==> config.mk <==
export PLATFORM = sky130hd
export DESIGN_NAME = uart_rx1
export DESIGN_NICKNAME = d
export VERILOG_FILES = /design/src/rtl/uart_rx1.sv
export SDC_FILE = /design/constraint.sdc
export NUM_CORES = 1
export LEC_CHECK = 0
export BUFFER_PORTS_ARGS = -buffer_cell sky130_fd_sc_hd__buf_4
export CAP_MARGIN = 10
export CORE_MARGIN = 2
export CORE_UTILIZATION = 55
export DETAILED_ROUTE_END_ITERATION = 7
export PLACE_DENSITY = 0.83
export SLEW_MARGIN = 25
export SYNTH_ARGS = -nofsm -noshare
export SYNTH_HDL_FRONTEND = slang
export SYNTH_SLANG_ARGS = --single-unit
export TNS_END_PERCENT = 50
==> constraint.sdc <==
create_clock -name clk_48_i -period 5.8 [get_ports clk_48_i]
set_input_delay 0 -clock clk_48_i [delete_from_list [all_inputs] [get_ports clk_48_i]]
set_output_delay 0 -clock clk_48_i [all_outputs]
set_load 0.01 [all_outputs]
==> src/rtl/uart_rx1.sv <==
// 8N1 serial receiver with a 4-entry byte FIFO behind a Wishbone classic slave.
// Data register pops the FIFO on read; status register carries sticky W1C error flags.
module uart_rx1 #(
  parameter logic [31:0] ADR          = 32'h100,
  parameter int unsigned CLKS_PER_BIT = 2500,
  parameter int unsigned DEPTH        = 4
) (
  input  logic        clk_48_i,
  input  logic        rst_i,
  input  logic [31:0] adr_i,
  input  logic [31:0] dat_i,
  input  logic        we_i,
  input  logic        stb_i,
  input  logic        cyc_i,
  input  logic [3:0]  sel_i,
  output logic [31:0] dat_o,
  output logic        ack_o,
  input  logic        rx_i,
  output logic        irq_o
);

  localparam int unsigned CW = 12;
  localparam int unsigned AW = $clog2(DEPTH);
  localparam int unsigned NW = AW + 1;
  localparam logic [CW-1:0] HALF_LOAD = CW'(CLKS_PER_BIT / 2 - 1);
  localparam logic [CW-1:0] FULL_LOAD = CW'(CLKS_PER_BIT - 1);
  localparam logic [NW-1:0] FULL_CNT  = NW'(DEPTH);

  typedef enum logic [2:0] {
    S_ARM,
    S_IDLE,
    S_START,
    S_DATA,
    S_STOP
  } state_t;

  state_t          state, state_next;
  logic            rx_meta, rx_s;
  logic [CW-1:0]   cnt, cnt_next;
  logic [2:0]      bit_idx, bit_idx_next;
  logic [7:0]      shreg, shreg_next;
  logic            push, ferr_set;

  logic [7:0]      mem [DEPTH];
  logic [AW-1:0]   wr_ptr, rd_ptr;
  logic [NW-1:0]   count, count_next;
  logic            ovr, ferr;
  logic            empty, full, push_ok, pop, ovr_set;
  logic            hit_data, hit_stat, req, clr_ovr, clr_ferr;
  logic [31:0]     status;
  logic [7:0]      head;
  logic            unused_bits;

  // Byte selects and the non-W1C write bits carry no meaning here.
  assign unused_bits = ^{sel_i, dat_i[31:4], dat_i[1:0]};

  // Two-flop synchronizer; idles high so reset never looks like a start bit.
  always_ff @(posedge clk_48_i) begin
    if (rst_i) begin
      rx_meta <= 1'b1;
      rx_s    <= 1'b1;
    end else begin
      rx_meta <= rx_i;
      rx_s    <= rx_meta;
    end
  end

  always_ff @(posedge clk_48_i) begin
    if (rst_i) begin
      state   <= S_ARM;
      cnt     <= '0;
      bit_idx <= '0;
      shreg   <= '0;
    end else begin
      state   <= state_next;
      cnt     <= cnt_next;
      bit_idx <= bit_idx_next;
      shreg   <= shreg_next;
    end
  end

  // Receiver next-state: half-bit to the start centre, then full bits.
  always_comb begin
    state_next   = state;
    cnt_next     = cnt;
    bit_idx_next = bit_idx;
    shreg_next   = shreg;
    push         = 1'b0;
    ferr_set     = 1'b0;
    case (state)
      S_ARM: begin
        if (rx_s) state_next = S_IDLE;
      end
      S_IDLE: begin
        if (!rx_s) begin
          cnt_next   = HALF_LOAD;
          state_next = S_START;
        end
      end
      S_START: begin
        if (cnt == '0) begin
          if (!rx_s) begin
            state_next   = S_DATA;
            cnt_next     = FULL_LOAD;
            bit_idx_next = 3'd0;
          end else begin
            state_next = S_IDLE;
          end
        end else begin
          cnt_next = cnt - CW'(1);
        end
      end
      S_DATA: begin
        if (cnt == '0) begin
          shreg_next = {rx_s, shreg[7:1]};
          cnt_next   = FULL_LOAD;
          if (bit_idx == 3'd7) state_next = S_STOP;
          else bit_idx_next = bit_idx + 3'd1;
        end else begin
          cnt_next = cnt - CW'(1);
        end
      end
      S_STOP: begin
        if (cnt == '0) begin
          if (rx_s) begin
            push       = 1'b1;
            state_next = S_IDLE;
          end else begin
            ferr_set   = 1'b1;
            state_next = S_ARM;
          end
        end else begin
          cnt_next = cnt - CW'(1);
        end
      end
      default: state_next = S_ARM;
    endcase
  end

  assign hit_data = (adr_i == ADR);
  assign hit_stat = (adr_i == ADR + 32'd4);
  assign req      = cyc_i & stb_i & (hit_data | hit_stat) & ~ack_o;
  assign empty    = (count == '0);
  assign full     = (count == FULL_CNT);
  assign pop      = req & ~we_i & hit_data & ~empty;
  // A simultaneous pop frees the slot, so a push into a full FIFO still lands.
  assign push_ok  = push & (~full | pop);
  assign ovr_set  = push & full & ~pop;
  assign clr_ovr  = req & we_i & hit_stat & dat_i[2];
  assign clr_ferr = req & we_i & hit_stat & dat_i[3];
  assign head     = mem[rd_ptr];
  assign status   = {28'd0, ferr, ovr, full, ~empty};

  always_comb begin
    count_next = count;
    case ({push_ok, pop})
      2'b10:   count_next = count + NW'(1);
      2'b01:   count_next = count - NW'(1);
      default: count_next = count;
    endcase
  end

  always_ff @(posedge clk_48_i) begin
    if (!rst_i && push_ok) mem[wr_ptr] <= shreg;
  end

  // FIFO bookkeeping and sticky flags; a set beats a same-cycle clear.
  always_ff @(posedge clk_48_i) begin
    if (rst_i) begin
      wr_ptr <= '0;
      rd_ptr <= '0;
      count  <= '0;
      ovr    <= 1'b0;
      ferr   <= 1'b0;
      irq_o  <= 1'b0;
    end else begin
      if (push_ok) wr_ptr <= wr_ptr + AW'(1);
      if (pop)     rd_ptr <= rd_ptr + AW'(1);
      count <= count_next;
      irq_o <= (count_next != '0);
      ovr   <= ovr_set | (ovr & ~clr_ovr);
      ferr  <= ferr_set | (ferr & ~clr_ferr);
    end
  end

  // Registered bus response; dat_o is zero outside the ack cycle.
  always_ff @(posedge clk_48_i) begin
    if (rst_i) begin
      ack_o <= 1'b0;
      dat_o <= '0;
    end else begin
      ack_o <= req;
      if (req && !we_i) begin
        if (hit_data) dat_o <= empty ? 32'd0 : {24'd0, head};
        else          dat_o <= status;
      end else begin
        dat_o <= '0;
      end
    end
  end

endmodule

Word level (Yosys, flattened, before mapping). Memory sizes are Yosys's and may differ from the RTL's. A register that Yosys moved wholly into a read port is not among the register bits. Index checks and enable logic that the tools add are counted.

Register bits after elaboration: 71. Memory bits (writable): 32. Input bits: 74. Output and inout bits: 34. Logic and storage cells: 121. Memories kept: 1.

Memory list: mem (depth 4, bits a word 8, rd ports 1, clocked after Yosys merged registers in 1, write ports 1, line 44) `logic [7:0] mem [DEPTH];`.

Add/sub/neg operators: 6. Equal/unequal tests: 20. Multiplexer cells: 33. Bitwise operators: 28. Reduce and logical (&&, ||, !) cells: 17.

Operators by type and width (count): $eq 32x9->1 const B (2); $mux 12 (5); $pmux 12 s4 (1); $mux 3 (10); $ne 2x2->1 const B (9); $and 1x1->1 (15); $pmux 3 s5 (1); $logic_not 12->1 (1); $pmux 3 s2 (2); $sub 12x1->12 const B (1); $eq 3x3->1 const B (3); $mux 1 (9); $not 1->1 (9); $mux 4 (2); $add 3x1->3 const B (2); $eq 3x2->1 const B (2); $logic_not 3->1 (2); $mux 2 (3); $reduce_and 6->1 (1); $reduce_and 5->1 (1); $add 2x1->2 const B (2); $or 1x1->1 (4); $reduce_and 4->1 (1); $reduce_bool 4->1 (1); other kinds (13) (15).

Depth between registers and ports, before layout.
Depth after elaboration: 12. Depth in mapped cells: 12. Gate-level depth less buffers: 11.

Worst setup path before layout. No wires, ideal clock.

Path kind: register to register. Start point: register ack_o. End point: register irq_o. Setup time: 93 ps. Data arrival time: 2528 ps. Slack: 3179 ps. Cell stages (with the launch flop): 9. Path through: dfxtp_1 or4_1 nor4_4 nand2_1 fa_1 or3_1 nor3_1 a2111oi_4 o311ai_2.

Word-level cells in the longest chain between the ends: 10.

RTL lines: start: declaration (line 17) `output logic ack_o,`; start signal: assignment (line 192) `ack_o <= req;`; $not 1->1 (*) (line 142) `assign req = cyc_i & stb_i & (hit_data | hit_stat) & ~ack_o;`; $and 1x1->1 (*) (line 142); $and 1x1->1 (*) (3 in a row) (line 145) `assign pop = req & ~we_i & hit_data & ~empty;`; $or 1x1->1 (line 147) `assign push_ok = push & (~full | pop);`; $and 1x1->1 (line 147); $eq 2x1->1 / $eq 2x2->1 (equally long branches) (line 156) `case ({push_ok, pop})`; $pmux 3 s2 (*) (line 156); $reduce_bool 3->1 (*) (line 180) `irq_o <= (count_next != '0);`; end signal: assignment (line 180); end: declaration (line 19) `output logic irq_o`.

Every way passes the cells marked *; elsewhere a longest branch is shown, timed or not. A chain may end at the register's enable or synchronous reset.

Final worst setup path.
Start point: register cnt[0]. End point: register irq_o.

Word-level cells in the longest chain between the ends: 7.

RTL lines: start: declaration (line 39) `logic [CW-1:0] cnt, cnt_next;`; start signal: assignment (line 76) `cnt <= cnt_next;`; $logic_not 12->1 (*) (line 124) `if (cnt == '0) begin`; $mux 1 (*) (line 124); $mux 1 (*) (line 90) `case (state)`; $and 1x1->1 (*) (line 147); $eq 2x1->1 / $eq 2x2->1 (equally long branches) (line 156); $pmux 3 s2 (*) (line 156); $reduce_bool 3->1 (*) (line 180).

Marks and branches as above.

==> results.json <==
{
  "io_pins": 108,
  "ys_top_cells_by_count": "dfxtp_1 (49), nor2_1 (44), edfxtp_1 (32), buf_4 (26), nand2_1 (21)",
  "period_minus_slack_ps": 2880,
  "holdWs_ps": 28.7,
  "synth_area_leader_cell": "dfxtp_1",
  "numClockSinks": 81,
  "p_sw_share_pct": 26.6,
  "clkPwrFrac_pct": 36.2,
  "cp_max_fo": 10,
  "startpoint_type": "register",
  "rr_startpoint": "cnt[0]$_SDFFE_PP0P_",
  "cts_made_buffers": 9,
  "combPwrFrac_pct": 11.8,
  "synthCells": 369,
  "worst_pin_slew_ps": 762,
  "port_buffers": 49,
  "wirelength_mm": 7.83,
  "slew_headroom_pct": 48.8,
  "rsz0062_at_grt": "no",
  "remaining_drc_errors": 0,
  "grt_pass1_vias": 2691,
  "synth_flop_cell": "dfxtp_1",
  "drv_slew": 0,
  "drive_gt1_share_pct": 22.5,
  "gp_congestion": 0.850,
  "met1_length_mm": 3.27,
  "num_vias": 2867,
  "netlist_top_cells_area": "dfxtp_1 (25%), edfxtp_1 (24%), buf_4 (4.9%)",
  "endpoint_kind": "register",
  "clock_path_buffers": 2,
  "htreeDepth": 3,
  "required_ps": 6050,
  "drt.antenna.violating_nets": 0,
  "grt_max_degree": 50,
  "dieArea_mm2": 0.00792,
  "wl_met3_um": 522,
  "reg2reg_setup_slack_ps": 2920,
  "power_density_mw_per_mm2": 262,
  "wire_per_inst_um": 15.2,
  "n_antenna_cell": 0,
  "synth_edf_count": 32,
  "fin_crit_sh_pct": 49.7,
  "clock_latency_ps": 360,
  "clk_pin_slew_worst_paths_ps": 90,
  "overflow": 0,
  "wl_met2_mm": 3.85,
  "grt_usage_pct": 20.5,
  "yosys.area.top_type_share_pct": 24.7,
  "antenna_found_initial": 0,
  "start_util_pct": 57.5,
  "hpwl_mm": 5.56,
  "yosys_warnings": 0,
  "setup.worst_path.start": "cnt[0]$_SDFFE_PP0P_",
  "synthArstFlopShare_pct": 0,
  "fin_nets": 495,
  "final_hold_viol_count": 0,
  "ys_seq_area_share_pct": 48.9,
  "avgSynthCellArea_um2": 10.8,
  "die_y_um": 89.0,
  "finClkSkew_ps": 10.2,
  "drt_iter0_drc": 141,
  "cts_setup_buffers": 0,
  "p_leak_uw": 0.00175,
  "path_class": "register to register",
  "holdCritStartpoint": "stb_i",
  "synth_cell_types": 61,
  "synthToLayoutAreaGrowth_pct": 12.6,
  "ys_ff_latch": 81,
  "viasPerCell": 5.58,
  "max_freq_ghz": 0.347,
  "irDropWorstVdd_mv": 0.155,
  "fp-row-count": 30,
  "cp.arrival_ps": 3140,
  "top_layer_used": "met4",
  "p_sw_uw": 311,
  "hold_class": "primary input to register",
  "setup_viol": 0,
  "tns_ps": 0,
  "grt_first_pass_wirelength_mm": 12.3,
  "cts_tree": "built",
  "cts_root_buf": "clkbuf_8",
  "pwr-share-seq_pct": 52.0,
  "die_w_um": 89.0,
  "cap_violations": 0,
  "outcome": "finished, final reports clean",
  "first_pass_iters": 4,
  "netlist_area_mm2": 0.00397,
  "core_area_mm2": 0.00691,
  "yosysMostFrequentCell": "dfxtp_1",
  "internal_power_uw": 859
}
## flip-flops by register name (all words and copies together) (netlist names), named ones only
signal and cells:
ack_o 1, shreg 8, mem 32, count 3
rd_ptr 2, wr_ptr 2, ovr 1, irq_o 1
ferr 1, cnt 12, rx_s 1, rx_meta 1
dat_o 8, bit_idx 3, state 3
## path summary, 6_finish.rpt
path | endpoint | cells past startpoint
worst min-delay path | ack_o$_SDFF_PP0_ | 5
worst max register to register | irq_o$_SDFF_PP0_ | 11
worst max-delay path | irq_o$_SDFF_PP0_ | 11
worst min register to register | rx_s$_SDFF_PP1_ | 1
## cells in the final DEF (no fill, tap or decap), drive strengths merged, types with 9 or more instances in the layout
cell,n
conb,24
inv,12
mux2i,12
dfxtp,49
a21oi,20
clkbuf,9
nor2,46
buf,49
o21ai,13
nand2,21
nor3,14
edfxtp,32
## stage by stage
stage,cell area (µm²),instances,setup slack [ps],util (%),power [µW]
finish,4470,514,2920,64.7,1170
global route,4470,514,2700,64.7,1210
CTS,4470,514,2920,64.7,1170
detailed placement,4250,496,2950,61.5,757
global placement,4250,496,2990,61.5,753
floorplan,4060,392,3180,-,737
## power groups by stage
stage | sequential (µW) | clock, µW | combinational, µW
6_report | 608 | 424 | 138
5_1_grt | 610 | 450 | 154
4_1_cts | 608 | 427 | 137
3_3_place_gp | 620 | 0 | 133
3_5_place_dp | 621 | 0 | 136
2_1_floorplan | 615 | 0 | 122
## cell families after synthesis
kind of cell / share of synthesized area, %
buf+inv: 8.29
simple gates: 20.8
other cells: 0.0944
compound gates: 10.2
mux: 8.13
xor+xnor: 0.882
flops: 48.9
fa+ha+maj: 2.71
## cell type report
| type | instances | area [µm²] |
|---|---|---|
| Fill cell | 540 | 2430 |
| Sequential cell | 81 | 1940 |
| Multi-Input combinational cell | 262 | 1790 |
| Timing Repair Buffer | 51 | 388 |
| Clock buffer | 9 | 124 |
| Tap cell | 96 | 120 |
| Clock inverter | 7 | 81.3 |
| Inverter | 8 | 30.0 |
## critical path, cell delays in order (launching register included)
cell and delay (ps):
dfxtp_1 420, inv_1 70, ha_1 320, nor4b_1 200, and4_1 220, nand3_1 190, nand2_1 110, fa_1 450
or3_1 320, nor3_1 270, a2111oi_4 90, o311ai_2 120
## timing repair
action	in CTS	in global routing
resized for setup	0	0
hold buffers	2	0
hold endpoints to repair	5	0
## metal layers
| metal | track usage (%) | vias to the layer above |
|---|---|---|
| met4 | 8.96 | 0 |
| met2 | 35.7 | 109 |
| met5 | 0 | - |
| li1 | - | 1393 |
| met1 | 24.3 | 1347 |
| met3 | 4.62 | 18 |
Power figures use the tool's default switching activity.
